===== src/rtl/dispatcher_seq.sv =====
// dispatcher_seq: sequences NCH back-to-back capture windows per frame, one per
// correlator channel, with one-shot/continuous modes, abort and a frame counter.
// The end-of-window capture pulse is folded into rst_out to clear the
// downstream accumulators.
module dispatcher_seq #(
   parameter int unsigned CTR_WIDTH  = 32,
   parameter int unsigned FRAME_LEN  = 32'h800,
   parameter int unsigned NCH        = 4,
   parameter int unsigned FCNT_WIDTH = 16,
   localparam int unsigned CH_WIDTH  = (NCH > 1) ? $clog2(NCH) : 1
) (
   input  logic                  clk,
   input  logic                  rst,
   input  logic                  arm,
   input  logic                  abort,
   input  logic                  mode,
   input  logic [CTR_WIDTH-1:0]  len_in,
   output logic                  rst_out,
   output logic                  stb,
   output logic                  capture,
   output logic [CH_WIDTH-1:0]   ch_sel,
   output logic [NCH-1:0]        ch_stb,
   output logic                  busy,
   output logic                  done,
   output logic [FCNT_WIDTH-1:0] frame_cnt
);

   // One extra bit so len = 2^CTR_WIDTH-1 cannot wrap the end-of-window compare
   localparam int unsigned CW1 = CTR_WIDTH + 1;

   typedef enum logic [1:0] {
      ST_IDLE = 2'd0,
      ST_RUN  = 2'd1,
      ST_DONE = 2'd2
   } state_e;

   state_e                state_q, state_d;
   logic [CTR_WIDTH-1:0]  ctr_q, ctr_d;
   logic [CTR_WIDTH-1:0]  len_q, len_d;
   logic                  mode_q, mode_d;
   logic [CH_WIDTH-1:0]   ch_q, ch_d;
   logic [FCNT_WIDTH-1:0] frame_cnt_q, frame_cnt_d;

   logic [CW1-1:0]        ctr_p1;
   logic                  win_last;
   logic                  ch_last;

   // Window/channel end detection shared by FSM and datapath
   always_comb begin
      ctr_p1   = {1'b0, ctr_q} + CW1'(1);
      win_last = (ctr_p1 == {1'b0, len_q});
      ch_last  = (ch_q == CH_WIDTH'(NCH - 1));
   end

   // State register
   always_ff @(posedge clk) begin
      if (rst) begin
         state_q <= ST_IDLE;
      end else begin
         state_q <= state_d;
      end
   end

   // Next-state logic: abort beats arm; arm only honoured outside RUN
   always_comb begin
      state_d = state_q;
      if (abort) begin
         state_d = ST_IDLE;
      end else begin
         case (state_q)
            ST_IDLE, ST_DONE: begin
               if (arm) begin
                  state_d = ST_RUN;
               end
            end
            ST_RUN: begin
               if (win_last && ch_last && !mode_q) begin
                  state_d = ST_DONE;
               end
            end
            default: state_d = ST_IDLE;
         endcase
      end
   end

   // Datapath next values: window counter, channel, latched config, frame count
   always_comb begin
      ctr_d       = ctr_q;
      ch_d        = ch_q;
      len_d       = len_q;
      mode_d      = mode_q;
      frame_cnt_d = frame_cnt_q;
      if (abort) begin
         ctr_d = '0;
         ch_d  = '0;
      end else begin
         case (state_q)
            ST_IDLE, ST_DONE: begin
               if (arm) begin
                  len_d  = (len_in == '0) ? CTR_WIDTH'(FRAME_LEN) : len_in;
                  mode_d = mode;
                  ctr_d  = '0;
                  ch_d   = '0;
               end
            end
            ST_RUN: begin
               if (win_last) begin
                  ctr_d = '0;
                  if (ch_last) begin
                     ch_d        = '0;
                     frame_cnt_d = frame_cnt_q + FCNT_WIDTH'(1);
                  end else begin
                     ch_d = ch_q + CH_WIDTH'(1);
                  end
               end else begin
                  ctr_d = ctr_p1[CTR_WIDTH-1:0];
               end
            end
            default: begin
               ctr_d = '0;
               ch_d  = '0;
            end
         endcase
      end
   end

   // Datapath registers
   always_ff @(posedge clk) begin
      if (rst) begin
         ctr_q       <= '0;
         ch_q        <= '0;
         len_q       <= CTR_WIDTH'(FRAME_LEN);
         mode_q      <= 1'b0;
         frame_cnt_q <= '0;
      end else begin
         ctr_q       <= ctr_d;
         ch_q        <= ch_d;
         len_q       <= len_d;
         mode_q      <= mode_d;
         frame_cnt_q <= frame_cnt_d;
      end
   end

   // Outputs decoded from registers; forced to reset values while rst is high
   always_comb begin
      busy    = 1'b0;
      done    = 1'b0;
      stb     = 1'b0;
      capture = 1'b0;
      ch_sel  = '0;
      ch_stb  = '0;
      rst_out = 1'b1;
      if (!rst) begin
         busy    = (state_q == ST_RUN);
         done    = (state_q == ST_DONE);
         stb     = busy && (ctr_q == '0);
         capture = busy && win_last;
         ch_sel  = ch_q;
         ch_stb  = capture ? (NCH'(1) << ch_q) : '0;
         // Abort only pulses the accumulator reset if a window was in flight
         rst_out = capture || (abort && busy);
      end
   end

   assign frame_cnt = frame_cnt_q;

endmodule


===== config.mk =====
export PLATFORM = sky130hd
export DESIGN_NAME = dispatcher_seq
export DESIGN_NICKNAME = d
export VERILOG_FILES = /design/src/rtl/dispatcher_seq.sv
export SDC_FILE = /design/constraint.sdc
export NUM_CORES = 1
export LEC_CHECK = 0
export ABC_AREA = 1
export CAP_MARGIN = 20
export CORE_MARGIN = 1
export CORE_UTILIZATION = 30
export DETAILED_ROUTE_END_ITERATION = 12
export PLACE_DENSITY = 0.59
export SYNTH_ARGS = -nofsm -noshare
export SYNTH_HDL_FRONTEND = slang
export SYNTH_SLANG_ARGS = --single-unit

===== constraint.sdc =====
create_clock -name clk -period 4 [get_ports clk]
set_clock_uncertainty 0.05 [all_clocks]
set_input_delay 0.4 -clock clk [delete_from_list [all_inputs] [get_ports clk]]
set_output_delay 0.4 -clock clk [all_outputs]
set_load 0.03 [all_outputs]

## After elaboration in Yosys (flattened, before gate mapping)

Index checks and enable logic that the tools add are counted.

- Add/subtract/negate cells: 3
- Equal/unequal tests: 7
- Shift operators: 1
- Muxes and demuxes: 19
- Bitwise logic cells: 1
- Reductions and logical operators: 16

Operators with widths:

| operator | count |
|---|---|
| $mux W32 | 3 |
| $logic_not A32 Y1 | 2 |
| $pmux W32 S2 | 1 |
| $add A32 B1 Y33 const B | 1 |
| $eq A33 B32 Y1 | 1 |
| $add A16 B1 Y16 const B | 1 |
| $mux W2 | 6 |
| $mux W4 | 2 |
| $pmux W2 S2 | 2 |
| $ne A2 B2 Y1 const B | 3 |
| $logic_and A1 B1 Y1 | 5 |
| $mux W1 | 5 |
| $eq A2 B2 Y1 const B | 2 |
| $reduce_and A2 Y1 | 2 |
| $reduce_and A4 Y1 | 1 |
| $reduce_or A2 Y1 | 2 |
| $shl A1 B2 Y4 const A | 1 |
| $reduce_and A3 Y1 | 1 |
| $add A2 B1 Y2 const B | 1 |
| $eq A2 B1 Y1 const B | 1 |
| $logic_not A2 Y1 | 1 |
| $logic_not A1 Y1 | 1 |
| $logic_or A1 B1 Y1 | 1 |
| $not A1 Y1 | 1 |

- Bits in registers: 85
- Input bits: 37
- Logic and storage cells: 53

## Logic depth before layout (Yosys ltp)

- Depth after elaboration: 6
- Depth in mapped cells: 20
- Mapped depth without buffers: 19

## Least setup slack after synthesis

Ideal clock, no wire load.

- Path kind: reg-to-output
- From: reg ctr_q[0]
- To: out ch_stb[0]
- Arrival time: 3.082 ns
- Required time: 3.550 ns
- Setup slack: 0.468 ns
- Cell stages (with the launch flop): 18
- Cell sequence: dfxtp_1 -> ha_1 -> nand2_2 -> nor2_4 -> nand2_2 -> nor2_4 -> nand2_2 -> nand2_1 -> nand2_1 -> nand2_1 -> nand2_1 -> nor2_1 -> nand2_1 -> nor2_1 -> nand3_1 -> nor3_1 -> inv_1 -> nor2_1

- Cells in the longest elaborated chain, start to end: 5

RTL lines:

| item | RTL line | source |
|---|---|---|
| start, declared | 38 | `logic [CTR_WIDTH-1:0] ctr_q, ctr_d;` |
| start signal, assigned | 136 | `ctr_q <= ctr_d;` |
| $add A32 B1 Y33 | 50 | `ctr_p1 = {1'b0, ctr_q} + CW1'(1);` |
| $eq A33 B32 Y1 | 51 | `win_last = (ctr_p1 == {1'b0, len_q});` |
| $logic_and A1 B1 Y1 | 157 | `capture = busy && win_last;` |
| $mux W4 | 159 | `ch_stb = capture ? (NCH'(1) << ch_q) : '0;` |
| $mux W4 | 153 | `if (!rst) begin` |
| end, declared | 22 | `output logic [NCH-1:0] ch_stb,` |

Every way passes these cells.

## Final worst setup path

- From: reg ctr_q[0]
- To: out ch_stb[3]

The elaborated chain is that of the path after synthesis.

==> reports/metrics.cfg <==
[floorplanning]
die_y_um=143.6
core_area_um2=19530
die_w_um=143.6
dieArea_um2=20610
pin_count=64
initial_core_util_pct=30.79
rows=51

[global_routing]
grt_pass1_vias=6228
grt_overflow=0
antenna_found_initial=0
grt_pass1_wl_mm=33.11
grt_max_degree=58
grt_usage_pct=21.06

[timing]
period_minus_slack_ns=3.606
slew_viol_final=0
setup_viol_count_final=0
tightestPinTransition_ns=0.9119
fmax_mhz=277.3
finalHoldViolCount=0
fin_tns_setup_ns=0
fin_crit_sh_pct=90.15
holdWs_ns=0.4388
slew_headroom_pct=38.64
rsz0062_at_grt=false

[finish]
instances_no_fill=1357
area_delta_synth_final_pct=20.21
fill_cells=2202
final_layout_size_suffix_gt1_share_pct=5.769
final_common_cell=nand2_1
final_cell_mix=nand2_1 (311), inv_1 (138), nor2_1 (118)
nets=1132
antenna_cells=0

[detailed_routing]
postRouteAntennaNets=0
drc=0
post_drt_wl_per_cell_um=15.04
drtIter0Drc=539
wirelength_mm=20.42
firstDrtPassIters=6
vias=6670
vias_per_cell=4.915

[pwr]
intPower_w=0.001509
leakagePower_nw=3.081
power.share.clock_pct=44.6
seqPwrFrac_pct=43.2
power_density_nw_per_um2=285.7
p_sw_w=0.0005557
comb_power_share_pct=12.2
power_w=0.002065
p_sw_share_pct=26.91
ir_drop_mv=0.1832

[synth]
yosysWarnings=0
ys_types=35
synth_edf_count=0
ys.flop_type=dfxtp_1
syn_inst=1034
synth_fp_nets=1078
syn_avg_cell_area_um2=5.814
syn-cell-area_um2=6012
async_flop_share_pct=0
seq_area_frac_synth_pct=28.30
ys_ff_latch=85

[worst_setup_path]
crit_arrival_ns=3.16
required_ns=3.55
crit_start=ctr_q[0]$_SDFFE_PP0P_
cp_slowest_cell=dfxtp_1
critPathLaunchType=register
cp_slowest_stage_delay_ns=0.42
worstSetupPathType=reg2out
crit_chain=ha_1 -> nand2_2 -> nor2_4 -> nand2_2 -> nor2_4 -> nand2_2 -> nand2_1 -> nand2_1 -> nand2_1 -> nand2_1 -> nor2_1 -> nand2_1 -> nor2_1 -> nand3_1 -> nor3_1 -> inv_1 -> nor2_1 -> clkbuf_2
crit_path_end_kind=primary output
cp_common_cell=nand2_1
reg2reg_from=ctr_q[0]$_SDFFE_PP0P_
worstPathMaxFanout=8

[clocking]
cts_root_buffer=clkbuf_16
cts_tree=built
clk_latency_ns=0.36
clkSlewWorstSetupHoldPaths_ns=0.06
cts_made_buffers=9
htree_levels=3
post-cts-setup-buffer-count=0
cts_buffer_depth=2
cts.sinks=85

[worst_hold_path]
hold_class=reg2reg
min_from=state_q[1]$_SDFFE_PP0P_

[placement]
place_hpwl_mm=15.98
dp.cells=1342
portBuffers=63
gp_congestion=0.9812

[flow_run]
drv_cap=0

[status]
status=complete, no violations

[power groups by stage]
stage          Sequential (W)  Clock [W]  Combinational, W
2_1_floorplan        0.000901          0          0.000155
3_3_place_gp         0.000911          0          0.000252
3_5_place_dp         0.000911          0          0.000250
4_1_cts              0.000892   0.000934          0.000252
5_1_grt              0.000895   0.000971          0.000280
6_report             0.000892   0.000921          0.000251
[flip-flops by register name, summed over array words and instances (netlist names)]
register   flops
ctr_q         32
len_q         32
frame_cnt     16
ch_q           2
state_q        2
mode_q         1
[path summary, 6_finish.rpt]
kind                        endpoint  slack (ns)  depth (start not counted)
max                        ch_stb[3]        0.39                         18
max reg2reg   ctr_q[14]$_SDFFE_PP0P_        0.82                         17
min          state_q[1]$_SDFFE_PP0P_        0.44                          2
min reg2reg  state_q[1]$_SDFFE_PP0P_        0.44                          2
[critical path, delay by kind of cell, from the launching register on]
| family | cells | cell delay (ns) |
|---|---|---|
| AND/OR/NAND/NOR | 15 | 1.80 |
| flip-flops | 1 | 0.42 |
| buffers and inverters | 2 | 0.34 |
| adder cells (fa/ha/maj) | 1 | 0.24 |
[cell type report]
cell class	instances	area (um2)	area share, %
clock buffers	9	225.2	3.116
clock inverters	6	87.58	1.212
inverters	143	536.8	7.427
multi-input cells	778	3669	50.76
flip-flops and latches	85	1702	23.55
well taps	265	331.6	4.588
repair buffers	71	675.6	9.349
[logic make-up after synthesis]
logic type	Yosys count	synth area share, %
flip-flops	85	28.30
adder cells (fa/ha/maj)	7	1.457
XOR/XNOR	8	1.165
buffers and inverters	171	11.05
AO/OA/AOI/OAI	121	10.34
AND/OR/NAND/NOR	642	47.68
[metrics by stage]
stage          utilization, %  cell area [um2]  setup slack, ns
3_5_place_dp            35.45             6922           0.2243
6_report                37.01             7227           0.3940
4_1_cts                 37.06             7237          0.09727
2_1_floorplan               -             6012           0.4680
5_1_grt                 37.01             7227          0.04751
3_3_place_gp            35.45             6922           0.2835
[Yosys cell counts (6+ instances only)]
| cell | number | area share [%] |
|---|---|---|
| nand2_1 | 311 | 19 |
| inv_1 | 138 | 8.6 |
| nor2_1 | 121 | 7.6 |
| nand3_1 | 116 | 9.7 |
| dfxtp_1 | 85 | 28 |
| a21oi_1 | 83 | 6.9 |
| nand4_1 | 34 | 3.5 |
| o21ai_0 | 31 | 2.6 |
| clkbuf_1 | 20 | 1.2 |
| nor3_1 | 11 | 0.92 |
| nand3b_1 | 9 | 1.1 |
| nor4_1 | 9 | 0.94 |
| nand2_2 | 8 | 0.83 |
| nor2_2 | 8 | 0.83 |
| ha_1 | 7 | 1.5 |
| nor2_4 | 6 | 1.1 |
[routing by layer]
| layer | GRT usage (%) | part of all wire [%] | up-vias |
|---|---|---|---|
| met5 | 0 | 0 | - |
| li1 | - | - | 3432 |
| met1 | 28.92 | 49 | 3039 |
| met3 | 3.565 | 4.4 | 25 |
| met4 | 6.495 | 1.9 | 0 |
| met2 | 33.42 | 45 | 174 |
[repair_timing]
item                                    4_1_cts  5_1_grt
endpoints found under the setup margin        5        6
resized for setup                             6       10
hold buffers                                  0        0
Power figures use the tool's default switching activity.
